**config.mk**
```make
export PLATFORM = sky130hd
export DESIGN_NAME = mips_top
export DESIGN_NICKNAME = d
export VERILOG_FILES = /design/src/rtl/mips_top.sv
export SDC_FILE = /design/constraint.sdc
export NUM_CORES = 1
export LEC_CHECK = 0
export BUFFER_PORTS_ARGS = -buffer_cell sky130_fd_sc_hd__buf_2
export CAP_MARGIN = 20
export CELL_PAD_IN_SITES_DETAIL_PLACEMENT = 0
export CELL_PAD_IN_SITES_GLOBAL_PLACEMENT = 1
export CORE_AREA = 4 4 41 43
export CTS_CLUSTER_SIZE = 20
export DETAILED_ROUTE_END_ITERATION = 7
export DIE_AREA = 0 0 45 47
export PLACE_DENSITY_LB_ADDON = 0.1
export SLEW_MARGIN = 15
export SYNTH_ARGS = -nofsm -noshare
export SYNTH_HDL_FRONTEND = slang
export SYNTH_SLANG_ARGS = --single-unit
```
**constraint.sdc**
```tcl
create_clock -name clk -period 1.5 [get_ports clk]
set_input_delay 0.075 -clock clk [delete_from_list [all_inputs] [get_ports clk]]
set_output_delay 0.075 -clock clk [all_outputs]
set_load 0.03 [all_outputs]
```
**src/rtl/mips_top.sv**
```systemverilog
// mips_top: bit-serial two's-complement adder, LSB-first words of WIDTH bits.
// Ports: clk, rst_n (async active-low), a/b operand bits in; c registered sum bit,
//        word_done/ovf one-cycle MSB strobes; sum_word (MIPS_SUM_CAPTURE_EN only).
// Latency 1 cycle; no backpressure, the bit counter advances every cycle after reset.
// Optional feature macro: MIPS_SUM_CAPTURE_EN adds the sum shift register and sum_word.
module mips_top #(
  parameter int WIDTH = 8
) (
  input  logic             clk,
  input  logic             rst_n,
  input  logic             a,
  input  logic             b,
  output logic             c,
  output logic             word_done,
  output logic             ovf
`ifdef MIPS_SUM_CAPTURE_EN
  ,
  output logic [WIDTH-1:0] sum_word
`endif
);

  localparam int CW = (WIDTH > 2) ? $clog2(WIDTH) : 1;
  localparam logic [CW-1:0] LAST = CW'(WIDTH - 1);

  logic [CW-1:0] bcnt_q, bcnt_d;
  logic          cy_q, cy_d;
  logic          c_q, c_d;
  logic          wd_q, wd_d;
  logic          ovf_q, ovf_d;
  logic          s, co, is_msb;

  always_comb begin
    s      = a ^ b ^ cy_q;
    co     = (a & b) | (cy_q & (a ^ b));
    is_msb = (bcnt_q == LAST);
    c_d    = s;
    cy_d   = co;
    bcnt_d = bcnt_q + CW'(1);
    wd_d   = 1'b0;
    ovf_d  = 1'b0;
    if (is_msb) begin
      // Carry is cleared so words never chain; the unsigned carry-out is dropped.
      cy_d   = 1'b0;
      bcnt_d = '0;
      wd_d   = 1'b1;
      // Signed overflow: carry into the sign bit differs from carry out of it.
      ovf_d  = cy_q ^ co;
    end
  end

  always_ff @(posedge clk or negedge rst_n) begin
    if (!rst_n) begin
      bcnt_q <= '0;
      cy_q   <= 1'b0;
      c_q    <= 1'b0;
      wd_q   <= 1'b0;
      ovf_q  <= 1'b0;
    end else begin
      bcnt_q <= bcnt_d;
      cy_q   <= cy_d;
      c_q    <= c_d;
      wd_q   <= wd_d;
      ovf_q  <= ovf_d;
    end
  end

  assign c         = c_q;
  assign word_done = wd_q;
  assign ovf       = ovf_q;

`ifdef MIPS_SUM_CAPTURE_EN
  logic [WIDTH-1:0] sr_q, sr_d;
  logic [WIDTH-1:0] sw_q, sw_d;

  // Sum bits enter at the top so after WIDTH shifts the word sits LSB-aligned.
  always_comb begin
    sr_d = {s, sr_q[WIDTH-1:1]};
    sw_d = sw_q;
    if (is_msb) begin
      sw_d = sr_d;
    end
  end

  always_ff @(posedge clk or negedge rst_n) begin
    if (!rst_n) begin
      sr_q <= '0;
      sw_q <= '0;
    end else begin
      sr_q <= sr_d;
      sw_q <= sw_d;
    end
  end

  assign sum_word = sw_q;
`endif

endmodule

```
## After elaboration in Yosys (flattened, before gate mapping)

Cells that the tools add are included.

| operators by class | value |
|---|---|
| muxes and demuxes | 4 |
| equality and inequality tests | 1 |
| bitwise gates (word level) | 6 |
| add/subtract/negate cells | 1 |

Operator list:

| cell | count |
|---|---|
| 3-bit by 1-bit adder with 3-bit output, second input constant | 1 |
| 3-bit equality test, second input constant | 1 |
| 1-bit 2-to-1 mux | 3 |
| 3-bit 2-to-1 mux | 1 |
| 1-bit XOR | 3 |
| 1-bit AND | 2 |
| 1-bit OR | 1 |

| storage, ports and cells | value |
|---|---|
| output and inout bits | 3 |
| input bits | 4 |
| logic and storage cells | 17 |
| register bits | 7 |

## Longest topological paths before layout

| depth | value |
|---|---|
| depth in word-level cells | 5 |
| gate-level depth with buffers | 4 |
| gate-level depth less buffers | 4 |

## Least setup slack after synthesis

Ideal clock, no wire load.

| timing | value |
|---|---|
| kind | flip-flop to flip-flop |
| from | register cy_q |
| to | register ovf_q (netlist: ovf) |
| data arrival time | 1.033 ns |
| required time | 1.381 ns |
| library setup time | 0.119 ns |
| stages on the path, launching flop included | 5 |
| clock period less this slack | 1.152 ns |
| buffers on the path | 0 |
| setup slack | 0.348 ns |
| cell sequence | dfrtp_1 -> inv_1 -> fa_1 -> xnor2_1 -> and2_1 |

| on the way | value |
|---|---|
| word-level cells in the longest chain between the ends | 4 |

RTL lines:

| element | line | RTL |
|---|---|---|
| from (decl) | 26 | `logic cy_q, cy_d;` |
| from (signal assigned) | 60 | `cy_q <= cy_d;` |
| 1-bit AND | 34 | `co = (a & b) \| (cy_q & (a ^ b));` |
| 1-bit OR | 34 |  |
| 1-bit XOR * | 47 | `ovf_d = cy_q ^ co;` |
| 1-bit 2-to-1 mux * | 41 | `if (is_msb) begin` |
| named net ovf_d | 29 | `logic ovf_q, ovf_d;` |
| to (signal assigned) | 63 | `ovf_q <= ovf_d;` |
| to (decl) | 29 |  |

Mark *: on every way through the listed nets, which the timed path passes. The rest lies on a longest branch.

## Final worst setup path

Ends and elaborated chain as after synthesis.

==> flow_metrics.tcl <==
set metrics [dict create \
    fill_cells 144 \
    startpoint_type "register" \
    grt_max_degree 8 \
    criticalPathCategory "register to register" \
    io_pins 7 \
    busiest_layer "met2" \
    grt_pass1_wl_um 600 \
    drv_slew 0 \
    maxCapViolCount 0 \
    reg2reg_slack_ns 0.31 \
    finalCritPeriodShare 0.793 \
    die_w_um 45 \
    rows 13 \
    hold_viol_final 0 \
    setup_ws_ns 0.310 \
    use_met2 0.0593 \
    max_freq_mhz 840 \
    cp-end-kind "register" \
    hold_class "input port to asynchronous set/reset pin" \
    dr.pass1.iters 2 \
    path_max_fanout 2 \
    dpl_cell_area_um2 307 \
    die_area_um2 2120 \
    outcome "finished, final reports clean" \
    clk_latency_ns 0.24 \
    cp.arrival_ns 1.32 \
    grt_pass1_vias 153 \
    nets 37 \
    fin_skew_ns 0.00363 \
    antenna_found_initial 0 \
    cp.required_ns 1.63 \
    relSlewSlack 0.901 \
    grt.overflow.total 0 \
    ant_nets 0 \
    tritoncts_num_sinks 7 \
    clockBufferDepth 2 \
    cts_tree "done" \
    coreArea_um2 1300 \
    dp_slack_ns 0.300 \
    gp_congestion 0.614 \
    start_util 0.198 \
    ir_drop_mv 0.518 \
    grtUsageMet3 0.0575 \
    dp_hpwl_um 304 \
    syn-instance-count 18 \
    die_h_um 47 \
    synth_area_um2 258 \
    cts.clk_slew.worst_paths_ns 0.05 \
    worst_slew_pin_slew_ns 0.149 \
    finalSetupTns_ns 0 \
    min_period_ns 1.19 \
    vias 157 \
    numCtsBuffers 3 \
    port_buffers 6 \
    drc 0 \
    rsz0062_at_grt "false" \
    htreeDepth 1 \
    synth_cell_types 7 \
    ys_seq_area_frac 0.680 \
    grt_use_total 0.0503 \
    wl_um 352 \
    cts-root-buf "clkbuf_4" \
    viasPerCell 3.57 \
    n_antenna_cell 0 \
    drtIter0Drc 6 \
    routedWlPerCell_um 8.00 \
    drive_gt1_frac 0.310 \
    rr_startpoint "cy_q$_DFF_PN0_" \
    syn-num-nets 25 \
    p_leak_nw 0.191 \
    grt_util_met1 0.0423 \
    reg2regPathDepth 4 \
    stdcell_area_um2 343 \
    syn_to_final_growth_pct 33.0 \
    avgSynthCellArea_um2 14.3 \
    rr_endpoint "ovf$_DFF_PN0_" \
    ys_warn_count 0 \
    ys_seq_elements 7 \
    setup_viol 0 \
    powerDensity_nw_per_um2 1120 \
]
==> state kept, by name, indices dropped and copies added (netlist names) <==
register   flops
word_done      1
c              1
cy_q           1
ovf            1
bcnt_q         3
==> stage by stage <==
step           std cells  utilization  hold slack, ns  power, mW
2_1_floorplan         18            -          -0.221      0.215
3_3_place_gp          39        0.236         -0.0845      0.226
3_5_place_dp          39        0.236         -0.0885      0.227
4_1_cts               44        0.263           0.196      0.394
5_1_grt               44        0.263           0.212      0.418
6_report              44        0.263           0.193      0.384
==> synth_stat cells <==
library cell	instances	area, um^2
ha_1	2	25.0
fa_1	1	20.0
inv_1	4	15.0
dfrtp_1	7	175
xnor2_1	1	8.76
and2_1	1	6.26
nor2_1	2	7.51
==> layout make-up <==
| type | count | area, um^2 | share of cell area |
|---|---|---|---|
| sequential | 7 | 175 | 0.511 |
| multi-input combinational | 7 | 67.6 | 0.197 |
| timing repair buffer | 7 | 40.0 | 0.117 |
| clock buffer | 4 | 26.3 | 0.0766 |
| tap | 15 | 18.8 | 0.0547 |
| inverter | 4 | 15.0 | 0.0438 |
==> cell usage in the layout, fill, tap and decap left out <==
cell type	count
dfrtp_1	7
and2_1	1
buf_2	6
nor2_1	2
fa_1	1
ha_1	2
xnor2_1	1
clkbuf_4	3
inv_1	4
clkbuf_1	1
dlygate4sd3_1	1
==> how the worst max path moves through the flow <==
stage / end / start / depth (start not counted) / slack, ns
after floorplan: ovf$_DFF_PN0_ / cy_q$_DFF_PN0_ / 4 / 0.35
after global placement: ovf$_DFF_PN0_ / cy_q$_DFF_PN0_ / 4 / 0.32
after detailed placement: ovf$_DFF_PN0_ / cy_q$_DFF_PN0_ / 4 / 0.30
after CTS: ovf$_DFF_PN0_ / cy_q$_DFF_PN0_ / 4 / 0.30
after global routing: ovf$_DFF_PN0_ / cy_q$_DFF_PN0_ / 4 / 0.27
final: ovf$_DFF_PN0_ / cy_q$_DFF_PN0_ / 4 / 0.31
==> metal layers <==
layer	share of wire	routed length (um)
met5	0	0
met4	0.028	10
met3	0.15	52
met2	0.42	149
met1	0.40	140
==> logic make-up (layout without fill, tap and decap cells) <==
group / count (synthesis) / after routing / synth area share
adder cells (fa/ha/maj): 3 / 3 / 0.175
flip-flops: 7 / 7 / 0.680
AND/OR/NAND/NOR: 3 / 3 / 0.0534
XOR/XNOR: 1 / 1 / 0.0340
buffers and inverters: 4 / 15 / 0.0582
==> where the power goes <==
part | switching, mW | internal (mW) | total [mW]
logic | 0.0172 | 0.0124 | 0.0296
registers | 0.00152 | 0.194 | 0.195
clock network | 0.0581 | 0.101 | 0.159
==> critical path, cell delays in order, from the launching register on <==
cell and delay (ns):
dfrtp_1 0.35, inv_1 0.06, fa_1 0.39, xnor2_1 0.13, and2_1 0.15
==> timing repair <==
item / in CTS / in global routing
endpoints found under the hold margin: 7 / 0
buffers inserted: 0 / 0
gates resized for setup: 0 / 0
setup endpoints to repair: 0 / 0
hold buffers: 1 / 0
Power figures use the tool's default switching activity.
